`config.mk`:
```
export PLATFORM = sky130hd
export DESIGN_NAME = eight_bit_restoring_div
export DESIGN_NICKNAME = d
export VERILOG_FILES = /design/src/rtl/div_pkg.sv /design/src/rtl/div_trial_sub.sv /design/src/rtl/eight_bit_restoring_div.sv
export SDC_FILE = /design/constraint.sdc
export NUM_CORES = 1
export LEC_CHECK = 0
export BUFFER_PORTS_ARGS = -buffer_cell sky130_fd_sc_hd__buf_4
export CORE_AREA = 3 3 69 71
export CTS_CLUSTER_SIZE = 25
export DETAILED_ROUTE_END_ITERATION = 10
export DIE_AREA = 0 0 72 74
export PLACE_DENSITY = 0.81
export SLEW_MARGIN = 10
export SYNTH_ARGS = -nofsm -noshare
export SYNTH_HDL_FRONTEND = slang
export SYNTH_SLANG_ARGS = --single-unit
```
`constraint.sdc`:
```
create_clock -name clk -period 9.1 [get_ports clk]
set_input_delay 1.82 -clock clk [delete_from_list [all_inputs] [get_ports clk]]
set_output_delay 1.82 -clock clk [all_outputs]
set_load 0.05 [all_outputs]
```
`src/rtl/div_pkg.sv`:
```
// Shared types and constants for the sequential restoring divider.
// Signed operation is selected by defining SIGNED_DIV_EN.
package div_pkg;

    localparam int DIV_WIDTH = 8;

    localparam logic [DIV_WIDTH-1:0] DIV0_QUOTIENT = '1;

    function automatic int cnt_width(input int w);
        return (w > 1) ? $clog2(w) : 1;
    endfunction

    localparam int CNT_W = cnt_width(DIV_WIDTH);

    typedef enum logic [1:0] {
        IDLE = 2'd0,
        RUN  = 2'd1,
        DONE = 2'd2,
        FIX  = 2'd3
    } div_state_t;

endpackage

```
`src/rtl/div_trial_sub.sv`:
```
// Combinational trial subtractor: minuend + ~subtrahend + 1, ripple carry.
// borrow is the inverted carry out of the top bit.
module div_trial_sub #(
    parameter int W = 9
) (
    input  logic [W-1:0] minuend,
    input  logic [W-1:0] subtrahend,
    output logic [W-1:0] difference,
    output logic         borrow
);

    logic [W-1:0] b_inv;
    logic [W:0]   carry;

    assign b_inv = subtrahend ^ {W{1'b1}};

    always_comb begin
        carry[0]   = 1'b1;
        difference = '0;
        for (int i = 0; i < W; i++) begin
            difference[i] = minuend[i] ^ b_inv[i] ^ carry[i];
            carry[i+1]    = (minuend[i] & b_inv[i])
                          | (carry[i] & (minuend[i] ^ b_inv[i]));
        end
    end

    assign borrow = ~carry[W];

endmodule

```
`src/rtl/eight_bit_restoring_div.sv`:
```
// Sequential restoring divider, one trial subtraction per clock.
// Define SIGNED_DIV_EN for two's complement operands (adds a FIX cycle).
module eight_bit_restoring_div
    import div_pkg::*;
#(
    parameter int WIDTH = DIV_WIDTH
) (
    input  logic             clk,
    input  logic             rst_n,
    input  logic             start,
    input  logic [WIDTH-1:0] dividend,
    input  logic [WIDTH-1:0] divisor,
    output logic             busy,
    output logic             done,
    output logic [WIDTH-1:0] quotient,
    output logic [WIDTH-1:0] remainder,
    output logic             div_by_zero
);

    localparam int CW = cnt_width(WIDTH);
    localparam logic [CW-1:0] LAST = CW'(WIDTH - 1);

    div_state_t       state;
    logic [CW-1:0]    cnt;
    logic [WIDTH-1:0] r_reg;
    logic [WIDTH-1:0] q_reg;
    logic [WIDTH-1:0] dvs_reg;
    logic [WIDTH:0]   minuend;
    logic [WIDTH:0]   diff;
    logic             borrow;
    logic [WIDTH-1:0] r_next;
    logic [WIDTH-1:0] q_next;
    logic [WIDTH-1:0] dvd_mag;
    logic [WIDTH-1:0] dvs_mag;
    logic             unused_bits;

    // Bit shifted out of R becomes the trial's MSB, so wide remainders survive.
    assign minuend = {r_reg, q_reg[WIDTH-1]};

    div_trial_sub #(.W(WIDTH + 1)) u_sub (
        .minuend    (minuend),
        .subtrahend ({1'b0, dvs_reg}),
        .difference (diff),
        .borrow     (borrow)
    );

    assign r_next      = borrow ? minuend[WIDTH-1:0] : diff[WIDTH-1:0];
    assign q_next      = {q_reg[WIDTH-2:0], ~borrow};
    assign unused_bits = ^{minuend[WIDTH], diff[WIDTH]};
    assign done        = (state == DONE);

`ifdef SIGNED_DIV_EN
    logic dvd_neg;
    logic q_neg;

    assign dvd_mag = dividend[WIDTH-1] ? -dividend : dividend;
    assign dvs_mag = divisor[WIDTH-1] ? -divisor : divisor;
    assign busy    = (state == RUN) || (state == FIX);
`else
    assign dvd_mag = dividend;
    assign dvs_mag = divisor;
    assign busy    = (state == RUN);
`endif

    always_ff @(posedge clk or negedge rst_n) begin
        if (!rst_n) begin
            state       <= IDLE;
            cnt         <= '0;
            r_reg       <= '0;
            q_reg       <= '0;
            dvs_reg     <= '0;
            quotient    <= '0;
            remainder   <= '0;
            div_by_zero <= 1'b0;
`ifdef SIGNED_DIV_EN
            dvd_neg     <= 1'b0;
            q_neg       <= 1'b0;
`endif
        end else begin
            unique case (state)
                IDLE, DONE: begin
                    state <= IDLE;
                    if (start) begin
                        cnt     <= '0;
                        r_reg   <= '0;
                        q_reg   <= dvd_mag;
                        dvs_reg <= dvs_mag;
`ifdef SIGNED_DIV_EN
                        dvd_neg <= dividend[WIDTH-1];
                        q_neg   <= dividend[WIDTH-1] ^ divisor[WIDTH-1];
`endif
                        if (divisor == '0) begin
                            state       <= DONE;
                            quotient    <= {WIDTH{DIV0_QUOTIENT[0]}};
                            remainder   <= dividend;
                            div_by_zero <= 1'b1;
                        end else begin
                            state <= RUN;
                        end
                    end
                end
                RUN: begin
                    r_reg <= r_next;
                    q_reg <= q_next;
                    cnt   <= cnt + CW'(1);
                    if (cnt == LAST) begin
`ifdef SIGNED_DIV_EN
                        state <= FIX;
`else
                        state       <= DONE;
                        quotient    <= q_next;
                        remainder   <= r_next;
                        div_by_zero <= 1'b0;
`endif
                    end
                end
                FIX: begin
                    state       <= DONE;
                    div_by_zero <= 1'b0;
`ifdef SIGNED_DIV_EN
                    quotient    <= q_neg ? -q_reg : q_reg;
                    remainder   <= dvd_neg ? -r_reg : r_reg;
`else
                    quotient    <= q_reg;
                    remainder   <= r_reg;
`endif
                end
                default: state <= IDLE;
            endcase
        end
    end

endmodule

```
==> reports/qor.csv, run 1 <==
metric,value,unit
holdWs,0.494,ns
synth-seq-area-share,46.1,%
crit_required,7.28,ns
dr.pass1.iters,4,
clk_transition_reported_paths,0.08,ns
vias,1926,
endpoint_kind,output pin,
tightestPinTransition,0.903,ns
grt_util_all_layers,21.7,%
path_class,reg -> out,
start_util,58.2,%
grt_pass1_wl,8870,um
grt_pass1_vias,1810,
crit_chain,"nand2b_1, inv_2, buf_4",
setup-violations-final,0,
critPathTopFamily,flip-flops,
outcome,"finished, final reports clean",
ios,38,
cts_setup_buffers,0,
cp_slowest_cell,dfrtp_1,
final_nets,293,
syn_nets,269,
syn_avg_cell_area,10.4,um^2
finalCritPeriodShare,46.7,%
dp_cells,309,
ant_nets,0,
rows,24,
ys_ff_latch,46,
yosysUniqueCellTypes,37,
cp_slowest_stage_delay,0.85,ns
hold_path_end,quotient[6]$_DFFE_PN0P_,
die_width,72,um
rr_worst_depth,13,
max_freq,235,MHz
cp.buffers_inverters,2,
die_area,0.00533,mm^2
cts_buffers,5,
cts_resized,0,
instances_no_fill,317,
antennaDiodeCount,0,
r2r-start,q_reg[7]$_DFFE_PN0P_,
hold_start,quotient[6]$_DFFE_PN0P_,
synth_warnings,0,
fin_setup_tns,0,ns
rsz0062_at_grt,no,
skew,0.00766,ns
grt_max_degree,47,
critPathArrivalTime,2.43,ns
routedWlPerCell,16.7,um
cts_sinks,46,
finalHoldViolCount,0,
postCtsHoldBufs,0,
syn_inst,240,
cts_htree_levels,2,
max_slew_margin,39.8,%
final.min_clock_period,4.25,ns
critPathMaxFanout,22,
hold_path.class,reg -> reg,
clk_path_buf_depth,2,
ff2ff_setup_slack,4.85,ns
drc,0,
drive_above_1_share,22.6,%
syn_area,0.00250,mm^2
placed_cell_area,0.00273,mm^2
synthTopCellsByArea,"dfrtp_1 (46%), fa_1 (5.6%), nand2_1 (5.3%), a31oi_2 (3.5%), a31oi_1 (3.3%)",
via_per_inst,6.08,
clock_latency,0.30,ns
cp-start-kind,flop,
die_height,74,um
routed_wl,5300,um
tritoncts,done,
overflow,0,
port_buffers,37,
cap_violations,0,
holdPathStages,1,
cts_root_buf,clkbuf_8,
first_iter_violations,141,
yosysTopAreaCell,dfrtp_1,
coreArea,0.00429,mm^2
area_growth,13.2,%
r2r-end,remainder[6]$_DFFE_PN0P_,
place_congestion,0.858,
antenna_found_initial,0,
synth_top_area_share,46.1,%
finalMaxSlewViolations,0,
fin_area,0.00283,mm^2
hpwl,3670,um
==> cell usage in the layout (no fill, tap or decap), types with 2 or more instances in the layout <==
cell	count
mux2i_1	7
nor3_1	3
a22o_1	3
inv_1	10
nand2_1	35
a311oi_1	8
a31oi_1	13
o21ai_0	7
nand3_1	10
buf_4	39
o211ai_1	8
clkbuf_8	6
nand2b_1	2
ha_1	3
o31ai_1	6
nor4_4	2
a31oi_2	7
dfrtp_1	46
nor2b_1	10
nor2_1	7
o21a_1	10
fa_1	7
o21ai_1	3
==> cells in the mapped netlist <==
cell,instances
o2bb2ai_1,1
nand2_1,35
a221o_1,1
a31oi_4,1
nor2b_1,11
a22o_1,3
nor3b_1,1
a31oi_1,13
buf_2,7
o31ai_1,6
a311oi_1,8
o211ai_1,8
a31o_1,1
a21o_1,1
buf_6,1
o22ai_1,1
mux2i_1,7
nor4_4,2
buf_4,3
o22ai_2,1
nand2b_1,2
nor3_1,3
dfrtp_1,46
inv_2,1
buf_1,3
fa_1,7
nand3_1,10
o21a_1,10
inv_1,10
buf_12,1
nor2_1,7
or2_1,1
o21ai_0,7
clkbuf_1,7
o21ai_1,3
ha_1,3
a31oi_2,7
==> cell type report <==
class	count	area, um^2
Fill cell	346	1470
Multi-Input combinational cell	161	1180
Sequential cell	46	1150
Timing Repair Buffer	39	293
Clock buffer	6	82.6
Tap cell	52	65.1
Inverter	11	41.3
Clock inverter	2	12.5
==> through the flow <==
stage	worst slack [ns]	utilization (%)
5_1_grt	4.68	65.8
6_report	4.85	65.8
3_5_place_dp	4.93	63.6
4_1_cts	4.87	65.8
2_1_floorplan	5.31	-
3_3_place_gp	5.07	63.6
==> worst reg2reg max path: stages, from the launching register on <==
cell	delay, ns
dfrtp_1	0.38
inv_1	0.07
ha_1	0.21
fa_1	0.38
fa_1	0.38
fa_1	0.39
fa_1	0.40
fa_1	0.40
fa_1	0.36
inv_1	0.07
fa_1	0.36
or2_1	0.35
o211ai_1	0.21
a31oi_4	0.21
==> cell families after synthesis <==
group	count (synthesis)	synth area share [%]
multiplexers	7	2.81
flip-flops	46	46.1
buffers and inverters	33	6.71
AND/OR/NAND/NOR	72	14.4
AO/OA/AOI/OAI	72	22.8
adder cells (fa/ha/maj)	10	7.11
==> worst max path at each step <==
stage	start	end	slack [ns]	cells after the start
after global placement	q_reg[7]$_DFFE_PN0P_	remainder[6]$_DFFE_PN0P_	5.07	13
after floorplan	q_reg[7]$_DFFE_PN0P_	remainder[6]$_DFFE_PN0P_	5.31	14
after global routing	q_reg[7]$_DFFE_PN0P_	remainder[6]$_DFFE_PN0P_	4.68	13
final	state[1]$_DFFE_PN0P_	busy	4.85	3
after detailed placement	q_reg[7]$_DFFE_PN0P_	remainder[6]$_DFFE_PN0P_	4.93	13
after CTS	state[1]$_DFFE_PN0P_	busy	4.87	3
==> per-layer routing <==
metal	up-vias	track usage (%)	part of all wire, %
li1	906	-	-
met1	933	30.4	45
met2	78	34.3	45
met3	9	4.32	7.4
met4	0	7.10	1.9
met5	-	0	0
Power of run 1 is left out: the tool's default activity adds up to more than one toggle a clock period on the data nets, which glitch-free logic cannot reach.
==> run 2: changes to the inputs <==
- CORE_AREA: 3 3 69 71 -> 3 3 74 76
- DIE_AREA: 0 0 72 74 -> 0 0 77 79
- PLACE_DENSITY: 0.81 -> 0.75
- clock period: 9.1 -> 3.7 ns (I/O delays scaled with it)
==> run 2 against run 1 <==
Worst hold slack worse by 0.070 ns; final cell count is 7.9% higher; sequential cell count unchanged; critical path type is now reg -> reg; clock skew increased by 0.00055 ns; cell area increased by 6.4%; via count grew 3.2%.
==> reports/qor.csv, run 2 (same netlist as run 1, synthesis figures left out) <==
metric,value,unit
instances_no_fill,342,
cp.buffers_inverters,2,
cp-start-kind,flop,
ant_nets,0,
clk_transition_reported_paths,0.09,ns
crit_chain,"inv_2, ha_4, fa_2, fa_2, fa_2, fa_2, fa_2, fa_2, inv_2, fa_2, o21a_1, o21ai_2, a31oi_2",
finalCritPeriodShare,96.8,%
max_freq,279,MHz
rsz0062_at_grt,no,
drc,0,
antennaDiodeCount,0,
crit_top_cell,fa_2,
start_util,52.2,%
hold_path.class,in -> async,
worst_slack,0.117,ns
seq_area,0.00115,mm^2
cap_violations,0,
cts_buffers,5,
postCtsHoldBufs,0,
cts_root_buf,clkbuf_8,
rows,25,
coreArea,0.00479,mm^2
setup-violations-final,0,
vias,1987,
fin_area,0.00301,mm^2
finalMaxSlewViolations,0,
critPathArrivalTime,3.76,ns
via_per_inst,5.81,
cp_slowest_cell,fa_2,
placed_cell_area,0.00282,mm^2
grt_util_all_layers,20.3,%
cts_sinks,46,
met2_usage,30.9,%
tightestPinTransition,0.725,ns
port_buffers,37,
final_cell_mix,"buf_4 (48), dfrtp_1 (46), nand2_1 (35), a31oi_1 (13)",
met1_usage,29.0,%
cp_slowest_stage_delay,0.41,ns
antenna_found_initial,0,
clock_latency,0.30,ns
dr.pass1.iters,4,
finalHoldViolCount,0,
grt_pass1_vias,1939,
ios,38,
area_growth,20.4,%
die_width,77,um
tritoncts,done,
routed_wl,5780,um
place_ws,-0.117,ns
utilization,62.8,%
crit_required,3.88,ns
first_iter_violations,179,
die_area,0.00608,mm^2
routedWlPerCell,16.9,um
multi_input_area,0.00122,mm^2
clk_path_buf_depth,2,
die_height,79,um
path_class,reg -> reg,
endpoint_kind,flop,
final_common_cell,buf_4,
dp_cells,332,
critPathMaxFanout,2,
grt_max_degree,47,
outcome,"finished, final reports clean",
final_nets,303,
overflow,0,
use_met3,4.08,%
final.min_clock_period,3.58,ns
cts_htree_levels,2,
hpwl,3970,um
drive_above_1_share,29.8,%
grt-busiest-layer,met2,
critPathTopFamily,adder cells,
skew,0.00821,ns
max_slew_margin,51.7,%
grt_pass1_wl,9760,um
place_congestion,0.914,
fillers,412,
-- run 2: cell types whose count changed in the layout (fill, tap and decap cells not counted), moves of 2 or more --
| cell | previous run | this run |
|---|---|---|
| fa_2 | 0 | 7 |
| fa_1 | 7 | 0 |
| inv_1 | 10 | 8 |
| inv_2 | 1 | 3 |
| bufinv_16 | 0 | 2 |
| buf_4 | 39 | 48 |
-- run 2: area by class of cell --
type | instances | area share (%)
multi-input cells | 161 | 40.5
well taps | 67 | 2.79
repair buffers | 49 | 12.4
clock buffers | 6 | 2.75
clock inverters | 2 | 2.00
inverters | 11 | 1.37
flip-flops and latches | 46 | 38.3
-- run 2: final timing paths --
kind	cells after the start	startpoint	end	slack, ns
worst max-delay path	13	q_reg[7]$_DFFE_PN0P_	remainder[7]$_DFFE_PN0P_	0.12
worst min-delay path	1	rst_n	quotient[5]$_DFFE_PN0P_	0.42
worst max register to register	13	q_reg[7]$_DFFE_PN0P_	remainder[7]$_DFFE_PN0P_	0.12
worst min register to register	1	cnt[0]$_DFFE_PN0P_	cnt[0]$_DFFE_PN0P_	0.49
max in group asynchronous	1	rst_n	r_reg[3]$_DFFE_PN0P_	2.88
min in group clk	1	cnt[0]$_DFFE_PN0P_	cnt[0]$_DFFE_PN0P_	0.49
-- run 2: per-stage QoR --
stage | hold slack (ns) | setup TNS (ns)
after floorplan | 0.444 | 0
after global placement | 0.472 | -0.333
after detailed placement | 0.481 | -0.817
after CTS | 0.450 | 0
after global routing | 0.464 | 0
final | 0.424 | 0
-- run 2: timing repair --
action / in CTS / in global routing
setup buffers: 0 / 1
pin swaps: 1 / 2
gates cloned: 0 / 1
setup endpoints to repair: 17 / 17
endpoints found under the hold margin: 0 / 0
gates resized for setup: 6 / 7
-- run 2: routing by layer --
metal	wire (um)	vias to the layer above	share of wire, %
met3	359	11	6.2
met4	127	0	2.2
met5	0	-	0
met2	2690	80	47
li1	-	924	-
met1	2600	972	45
Power of run 2 is left out for the same reason.
